==> config.mk <==
export PLATFORM = sky130hd
export DESIGN_NAME = miriscv_csr_file
export DESIGN_NICKNAME = d
export VERILOG_FILES = /design/src/rtl/miriscv_csr_pkg.sv /design/src/rtl/miriscv_csr_counter.sv /design/src/rtl/miriscv_csr_file.sv
export SDC_FILE = /design/constraint.sdc
export NUM_CORES = 1
export LEC_CHECK = 0
export CORE_ASPECT_RATIO = 0.7
export CORE_MARGIN = 5
export CORE_UTILIZATION = 53
export DETAILED_ROUTE_END_ITERATION = 8
export GPL_ROUTABILITY_DRIVEN = 1
export PLACE_DENSITY = 0.88
export SYNTH_ARGS = -nofsm -noshare
export SYNTH_HDL_FRONTEND = slang
export SYNTH_SLANG_ARGS = --single-unit
==> constraint.sdc <==
create_clock -name clk -period 6.7 [get_ports clk]
set_input_delay 1.34 -clock clk [delete_from_list [all_inputs] [get_ports clk]]
set_output_delay 1.34 -clock clk [all_outputs]
set_load 0.005 [all_outputs]
==> src/rtl/miriscv_csr_pkg.sv <==
// miriscv machine-mode CSR file: shared constants.
// Addresses, op encoding, mstatus bits, mtvec modes.
package miriscv_csr_pkg;

  localparam logic [11:0] CSR_MSTATUS  = 12'h300;
  localparam logic [11:0] CSR_MIE      = 12'h304;
  localparam logic [11:0] CSR_MTVEC    = 12'h305;
  localparam logic [11:0] CSR_MSCRATCH = 12'h340;
  localparam logic [11:0] CSR_MEPC     = 12'h341;
  localparam logic [11:0] CSR_MCAUSE   = 12'h342;
  localparam logic [11:0] CSR_MIP      = 12'h344;
  localparam logic [11:0] CSR_MHARTID  = 12'hF14;
  localparam logic [11:0] CSR_MCYCLE   = 12'hB00;
  localparam logic [11:0] CSR_MCYCLEH  = 12'hB80;
  localparam logic [11:0] CSR_MINSTRET = 12'hB02;
  localparam logic [11:0] CSR_MINSTRH  = 12'hB82;

  typedef enum logic [1:0] {
    CSR_OP_NONE = 2'b00,
    CSR_OP_RW   = 2'b01,
    CSR_OP_RS   = 2'b10,
    CSR_OP_RC   = 2'b11
  } csr_op_e;

  localparam int MSTATUS_MIE  = 3;
  localparam int MSTATUS_MPIE = 7;

  localparam logic [1:0] MTVEC_DIRECT   = 2'b00;
  localparam logic [1:0] MTVEC_VECTORED = 2'b01;

  function automatic logic [31:0] csr_apply(
    input csr_op_e     op,
    input logic [31:0] old,
    input logic [31:0] wd
  );
    logic [31:0] r;
    r = old;
    unique case (op)
      CSR_OP_RW: r = wd;
      CSR_OP_RS: r = old | wd;
      CSR_OP_RC: r = old & ~wd;
      default:   r = old;
    endcase
    return r;
  endfunction

endpackage

==> src/rtl/miriscv_csr_counter.sv <==
// 64-bit event counter with per-half CSR write.
// A write to either half holds off that cycle's increment.
module miriscv_csr_counter (
  input  logic        clk,
  input  logic        reset,
  input  logic        inc_i,
  input  logic        wr_lo_i,
  input  logic        wr_hi_i,
  input  logic [31:0] wdata_i,
  output logic [63:0] value_o
);

  logic [63:0] r_value;

  // count, or load the written half instead
  always_ff @(posedge clk) begin
    if (reset) begin
      r_value <= '0;
    end else if (wr_lo_i || wr_hi_i) begin
      if (wr_lo_i) r_value[31:0]  <= wdata_i;
      if (wr_hi_i) r_value[63:32] <= wdata_i;
    end else if (inc_i) begin
      r_value <= r_value + 64'd1;
    end
  end

  assign value_o = r_value;

endmodule

==> src/rtl/miriscv_csr_file.sv <==
// miriscv machine-mode CSR file: access, traps, irqs.
// Define MIRISCV_CSR_COUNTERS_EN for mcycle/minstret.
module miriscv_csr_file
  import miriscv_csr_pkg::*;
#(
  parameter int          NUM_IRQ     = 16,
  parameter logic [31:0] MTVEC_RESET = 32'h0000_0000,
  parameter logic [31:0] HART_ID     = 32'd0
) (
  input  logic               clk,
  input  logic               reset,
  input  logic [1:0]         csr_op_i,
  input  logic [11:0]        csr_addr_i,
  input  logic [31:0]        csr_wdata_i,
  output logic [31:0]        csr_rdata_o,
  output logic               csr_illegal_o,
  input  logic               trap_i,
  input  logic [31:0]        trap_pc_i,
  input  logic [31:0]        trap_cause_i,
  input  logic               mret_i,
  input  logic [NUM_IRQ-1:0] irq_i,
  input  logic               instret_i,
  output logic               irq_req_o,
  output logic [4:0]         irq_id_o,
  output logic [31:0]        trap_vector_o,
  output logic [31:0]        mepc_o,
  output logic [31:0]        mie_o
);

  logic               r_st_mie;
  logic               r_st_mpie;
  logic [NUM_IRQ-1:0] r_mie;
  logic [NUM_IRQ-1:0] r_mip;
  logic [31:0]        r_mtvec;
  logic [31:0]        r_mepc;
  logic [31:0]        r_mcause;
  logic [31:0]        r_mscratch;

  csr_op_e            w_op;
  logic [31:0]        w_mstatus;
  logic [31:0]        w_mie32;
  logic [31:0]        w_mip32;
  logic [31:0]        w_old;
  logic [31:0]        w_new;
  logic               w_legal;
  logic               w_wr;
  logic [NUM_IRQ-1:0] w_pend;
  logic [4:0]         w_irq_id;
  logic [31:0]        w_base;

`ifdef MIRISCV_CSR_COUNTERS_EN
  logic [63:0] w_mcycle;
  logic [63:0] w_minstret;
`else
  logic        w_unused_instret;
  assign w_unused_instret = instret_i;
`endif

  assign w_op = csr_op_e'(csr_op_i);

  // widen the architectural fields to 32-bit read views
  always_comb begin
    w_mstatus = 32'h0000_1800;
    w_mstatus[MSTATUS_MIE]  = r_st_mie;
    w_mstatus[MSTATUS_MPIE] = r_st_mpie;
    w_mie32 = '0;
    w_mip32 = '0;
    w_mie32[NUM_IRQ-1:0] = r_mie;
    w_mip32[NUM_IRQ-1:0] = r_mip;
  end

  // address decode and pre-write read value
  always_comb begin
    w_old   = '0;
    w_legal = 1'b1;
    unique case (1'b1)
      (csr_addr_i == CSR_MSTATUS):  w_old = w_mstatus;
      (csr_addr_i == CSR_MIE):      w_old = w_mie32;
      (csr_addr_i == CSR_MTVEC):    w_old = r_mtvec;
      (csr_addr_i == CSR_MSCRATCH): w_old = r_mscratch;
      (csr_addr_i == CSR_MEPC):     w_old = r_mepc;
      (csr_addr_i == CSR_MCAUSE):   w_old = r_mcause;
      (csr_addr_i == CSR_MIP):      w_old = w_mip32;
      (csr_addr_i == CSR_MHARTID):  w_old = HART_ID;
`ifdef MIRISCV_CSR_COUNTERS_EN
      (csr_addr_i == CSR_MCYCLE):   w_old = w_mcycle[31:0];
      (csr_addr_i == CSR_MCYCLEH):  w_old = w_mcycle[63:32];
      (csr_addr_i == CSR_MINSTRET): w_old = w_minstret[31:0];
      (csr_addr_i == CSR_MINSTRH):  w_old = w_minstret[63:32];
`endif
      default:                      w_legal = 1'b0;
    endcase
  end

  assign w_new = csr_apply(w_op, w_old, csr_wdata_i);
  assign w_wr  = (w_op != CSR_OP_NONE) & w_legal
               & ~trap_i & ~mret_i;

  assign csr_rdata_o   = w_old;
  assign csr_illegal_o = (w_op != CSR_OP_NONE) & ~w_legal;

  // CSR state: reset > trap > mret > software write
  always_ff @(posedge clk) begin
    if (reset) begin
      r_st_mie   <= 1'b0;
      r_st_mpie  <= 1'b0;
      r_mie      <= '0;
      r_mip      <= '0;
      r_mtvec    <= MTVEC_RESET;
      r_mepc     <= '0;
      r_mcause   <= '0;
      r_mscratch <= '0;
    end else begin
      r_mip <= irq_i;
      if (trap_i) begin
        r_mepc    <= {trap_pc_i[31:2], 2'b00};
        r_mcause  <= trap_cause_i;
        r_st_mpie <= r_st_mie;
        r_st_mie  <= 1'b0;
      end else if (mret_i) begin
        r_st_mie  <= r_st_mpie;
        r_st_mpie <= 1'b1;
      end else if (w_wr) begin
        unique case (1'b1)
          (csr_addr_i == CSR_MSTATUS): begin
            r_st_mie  <= w_new[MSTATUS_MIE];
            r_st_mpie <= w_new[MSTATUS_MPIE];
          end
          (csr_addr_i == CSR_MIE):
            r_mie <= w_new[NUM_IRQ-1:0];
          (csr_addr_i == CSR_MTVEC):
            r_mtvec <= w_new;
          (csr_addr_i == CSR_MSCRATCH):
            r_mscratch <= w_new;
          (csr_addr_i == CSR_MEPC):
            r_mepc <= {w_new[31:2], 2'b00};
          (csr_addr_i == CSR_MCAUSE):
            r_mcause <= w_new;
          default: ;
        endcase
      end
    end
  end

`ifdef MIRISCV_CSR_COUNTERS_EN
  miriscv_csr_counter u_mcycle (
    .clk     (clk),
    .reset   (reset),
    .inc_i   (1'b1),
    .wr_lo_i (w_wr && csr_addr_i == CSR_MCYCLE),
    .wr_hi_i (w_wr && csr_addr_i == CSR_MCYCLEH),
    .wdata_i (w_new),
    .value_o (w_mcycle)
  );

  miriscv_csr_counter u_minstret (
    .clk     (clk),
    .reset   (reset),
    .inc_i   (instret_i),
    .wr_lo_i (w_wr && csr_addr_i == CSR_MINSTRET),
    .wr_hi_i (w_wr && csr_addr_i == CSR_MINSTRH),
    .wdata_i (w_new),
    .value_o (w_minstret)
  );
`endif

  assign w_pend = r_mip & r_mie;

  // lowest-index enabled pending line wins
  always_comb begin
    w_irq_id = '0;
    for (int i = NUM_IRQ - 1; i >= 0; i--) begin
      if (w_pend[i]) w_irq_id = 5'(i);
    end
  end

  assign irq_req_o = r_st_mie & (|w_pend);
  assign irq_id_o  = w_irq_id;

  assign w_base = {r_mtvec[31:2], 2'b00};

  // vectored mode only applies to interrupt causes
  always_comb begin
    trap_vector_o = w_base;
    if (r_mtvec[1:0] == MTVEC_VECTORED && trap_cause_i[31])
      trap_vector_o = w_base + {25'd0, trap_cause_i[4:0], 2'b00};
  end

  assign mepc_o = r_mepc;
  assign mie_o  = w_mie32;

endmodule

==> flow_metrics.env <==
export IMPL_cellPowerDensity_mw_per_mm2=197
export IMPL_clock_fmax_mhz=173
export IMPL_h_tree_depth=4
export IMPL_yosysMostFrequentCell="nand2_1"
export IMPL_cts_hold_buffers=0
export IMPL_dpl_instance_area_sq_mm=0.0121
export IMPL_cp_end_kind="primary output"
export IMPL_via_per_inst=6.77
export IMPL_maxSlewHeadroom_pct=12.9
export IMPL_synth_common_cells="nand2_1 (194), dfxtp_1 (160), o21ai_0 (94)"
export IMPL_critPathRequiredTime_ps=5360
export IMPL_worstHoldStart="r_mscratch[12]"
export IMPL_period_share_pct=86.2
export IMPL_placedCellCount=1622
export IMPL_place_gp_congestion=1.02
export IMPL_die_area_sq_mm=0.0210
export IMPL_rsz0062_at_grt="false"
export IMPL_routed_via_count=11200
export IMPL_synth_largest_area_cell="dfxtp_1"
export IMPL_setup_tns_ps=0
export IMPL_pre_cts_ws_ps=935
export IMPL_final_hold_viol_count=0
export IMPL_worstMarginPinSlew_ps=1300
export IMPL_grt_pass1_vias=10200
export IMPL_drc=0
export IMPL_final_cells=1654
export IMPL_avgRoutedWirePerCell_um=25.8
export IMPL_drive_above_1_share_pct=7.26
export IMPL_cts_max_path_buffers=2
export IMPL_num_antenna_cells=0
export IMPL_grtUsageTotal_pct=39.3
export IMPL_max_cap_violations=0
export IMPL_ys_seq_elements=160
export IMPL_synthToLayoutAreaGrowth_pct=33.2
export IMPL_setup_viol=0
export IMPL_cts_num_sinks=160
export IMPL_crit_type="in -> out"
export IMPL_clk_latency_ps=450
export IMPL_leakagePower_nw=4.85
export IMPL_fp_dieH_um=123
export IMPL_worstPathMaxFanout=6
export IMPL_dp_final_hpwl_um=31000
export IMPL_min_period_ps=5770
export IMPL_min_path_type="reg -> reg"
export IMPL_grt_max_degree=47
export IMPL_yosysUniqueCellTypes=76
export IMPL_finalNetCount=1542
export IMPL_synth_edf_count=0
export IMPL_post_cts_setup_buffers=0
export IMPL_firstDrtPassIters=8
export IMPL_port_buffers=241
export IMPL_synth_area_leaders="dfxtp_1 (33%), nand2_1 (7.6%), a22o_1 (5.9%)"
export IMPL_synth_area_sq_mm=0.00962
export IMPL_initial_utilization_pct=53.7
export IMPL_clock_skew_ps=13.5
export IMPL_setup_ws_ps=928
export IMPL_cts_resized=0
export IMPL_path_clk_slew_ps=60
export IMPL_io_pins=266
export IMPL_overflow=0
export IMPL_slew_violations=0
export IMPL_postLayoutCellArea_sq_mm=0.0128
export IMPL_coreArea_sq_mm=0.0179
export IMPL_grt_pass1_wl_um=62300
export IMPL_crit_start="trap_cause_i[0]"
export IMPL_rr_startpoint="r_mie[2]"
export IMPL_cp_arrival_ps=4430
export IMPL_num_rows=41
export IMPL_yosysWarnings=0
export IMPL_cts_buffers=17
export IMPL_hold_worst_slack_ps=457
export IMPL_status="finished clean"
export IMPL_cts_tree="yes"
export IMPL_antenna_left=0
export IMPL_irDropWorstVdd_uv=148
export IMPL_startpoint_type="input port"
export IMPL_die_w_um=171
export IMPL_syn_area_per_cell_sq_um=7.97
export IMPL_yosysSeqAreaShare_pct=33.3
export IMPL_antenna_found_initial=1
export IMPL_synth_top_area_share_pct=33.3
export IMPL_detail_route_iter0_violations=1964
export IMPL_synthCells=1207
export IMPL_ys_flop_type="dfxtp_1"
export IMPL_wl_um=42700
export IMPL_fill_cells=1356
export IMPL_ys_async_sr_fraction_pct=0
export IMPL_clockRootBuffer="clkbuf_16"
[metal layers]
layer / up-vias / track usage (%) / share of wire [%]
li1: 4827 / - / -
met5: - / 0 / 0.026
met1: 5207 / 53.3 / 38
met4: 2 / 9.65 / 3.3
met3: 132 / 21.5 / 20
met2: 1033 / 54.4 / 39
[area by class of cell]
| type | instances | area (sq um) | area share [%] |
|---|---|---|---|
| timing repair buffer | 271 | 2620 | 20.4 |
| multi-input combinational | 928 | 5900 | 46.1 |
| clock inverter | 12 | 229 | 1.79 |
| clock buffer | 20 | 467 | 3.64 |
| sequential | 160 | 3200 | 25.0 |
| inverter | 27 | 101 | 0.791 |
| tap | 236 | 295 | 2.30 |
[cells in the final DEF, fill, tap and decap left out, drive strengths merged, types with 8 or more instances in the layout]
master / n
buf: 34
and3: 14
inv: 26
nand4: 13
a31oi: 12
a22o: 65
xnor2: 38
o22ai: 8
o211ai: 17
mux2i: 9
xor2: 10
conb: 21
nand3b: 8
o211a: 12
a222oi: 10
clkbuf: 20
a221oi: 10
nor2: 56
and2: 8
nand3: 24
and4: 15
dfxtp: 160
a21oi: 48
nand2b: 9
nor2b: 27
nor3: 22
nand2: 194
o21a: 21
clkdlybuf4s50: 237
a211oi: 13
o21ai: 94
a22oi: 34
a311oi: 14
[cells by family (layout without fill, tap and decap cells)]
family,Yosys count,count (layout),synth area share [%]
XOR/XNOR,48,48,4.37
AND/OR/NAND/NOR,438,438,23.2
multiplexers,15,15,1.64
buffers and inverters,139,330,6.84
AO/OA/AOI/OAI,400,400,29.8
adder cells (fa/ha/maj),6,6,0.858
other,1,21,0.0390
flip-flops,160,160,33.3
[worst max-delay path: stages]
cell and delay, ps:
clkdlybuf4s50_1 570, ha_1 200, inv_1 60, fa_1 400, nor2b_1 130, o21ai_0 110
a21boi_0 410, o211ai_1 290, nor2_1 230, xor2_1 180, clkdlybuf4s50_1 530
[metrics by stage]
step,power (W),util [%]
after detailed placement,0.00137,67.7
after CTS,0.00250,71.6
after global routing,0.00258,71.6
after global placement,0.00136,67.7
after floorplan,0.00119,-
final,0.00253,71.6
[report_power, final]
group          switching, W  total, W  internal (W)
clock network      0.000427   0.00116      0.000732
registers         0.0000263   0.00101      0.000981
logic              0.000199  0.000361      0.000162
[path summary, 6_finish.rpt]
| path | cells past startpoint | slack, ps | to |
|---|---|---|---|
| setup / recovery | 11 | 930 | trap_vector_o[22] |
| hold / removal | 2 | 460 | r_mscratch[12] |
| hold reg to reg | 2 | 460 | r_mscratch[12] |
| setup reg to reg | 6 | 4140 | r_mie[2] |
[registers in the layout, indices dropped and copies added, names as in the netlist]
name,flops
r_st_mie,1
r_mscratch,32
r_mip,16
r_mie,16
r_st_mpie,1
r_mcause,32
mepc_o,30
r_mtvec,32
Power figures use the tool's default switching activity.
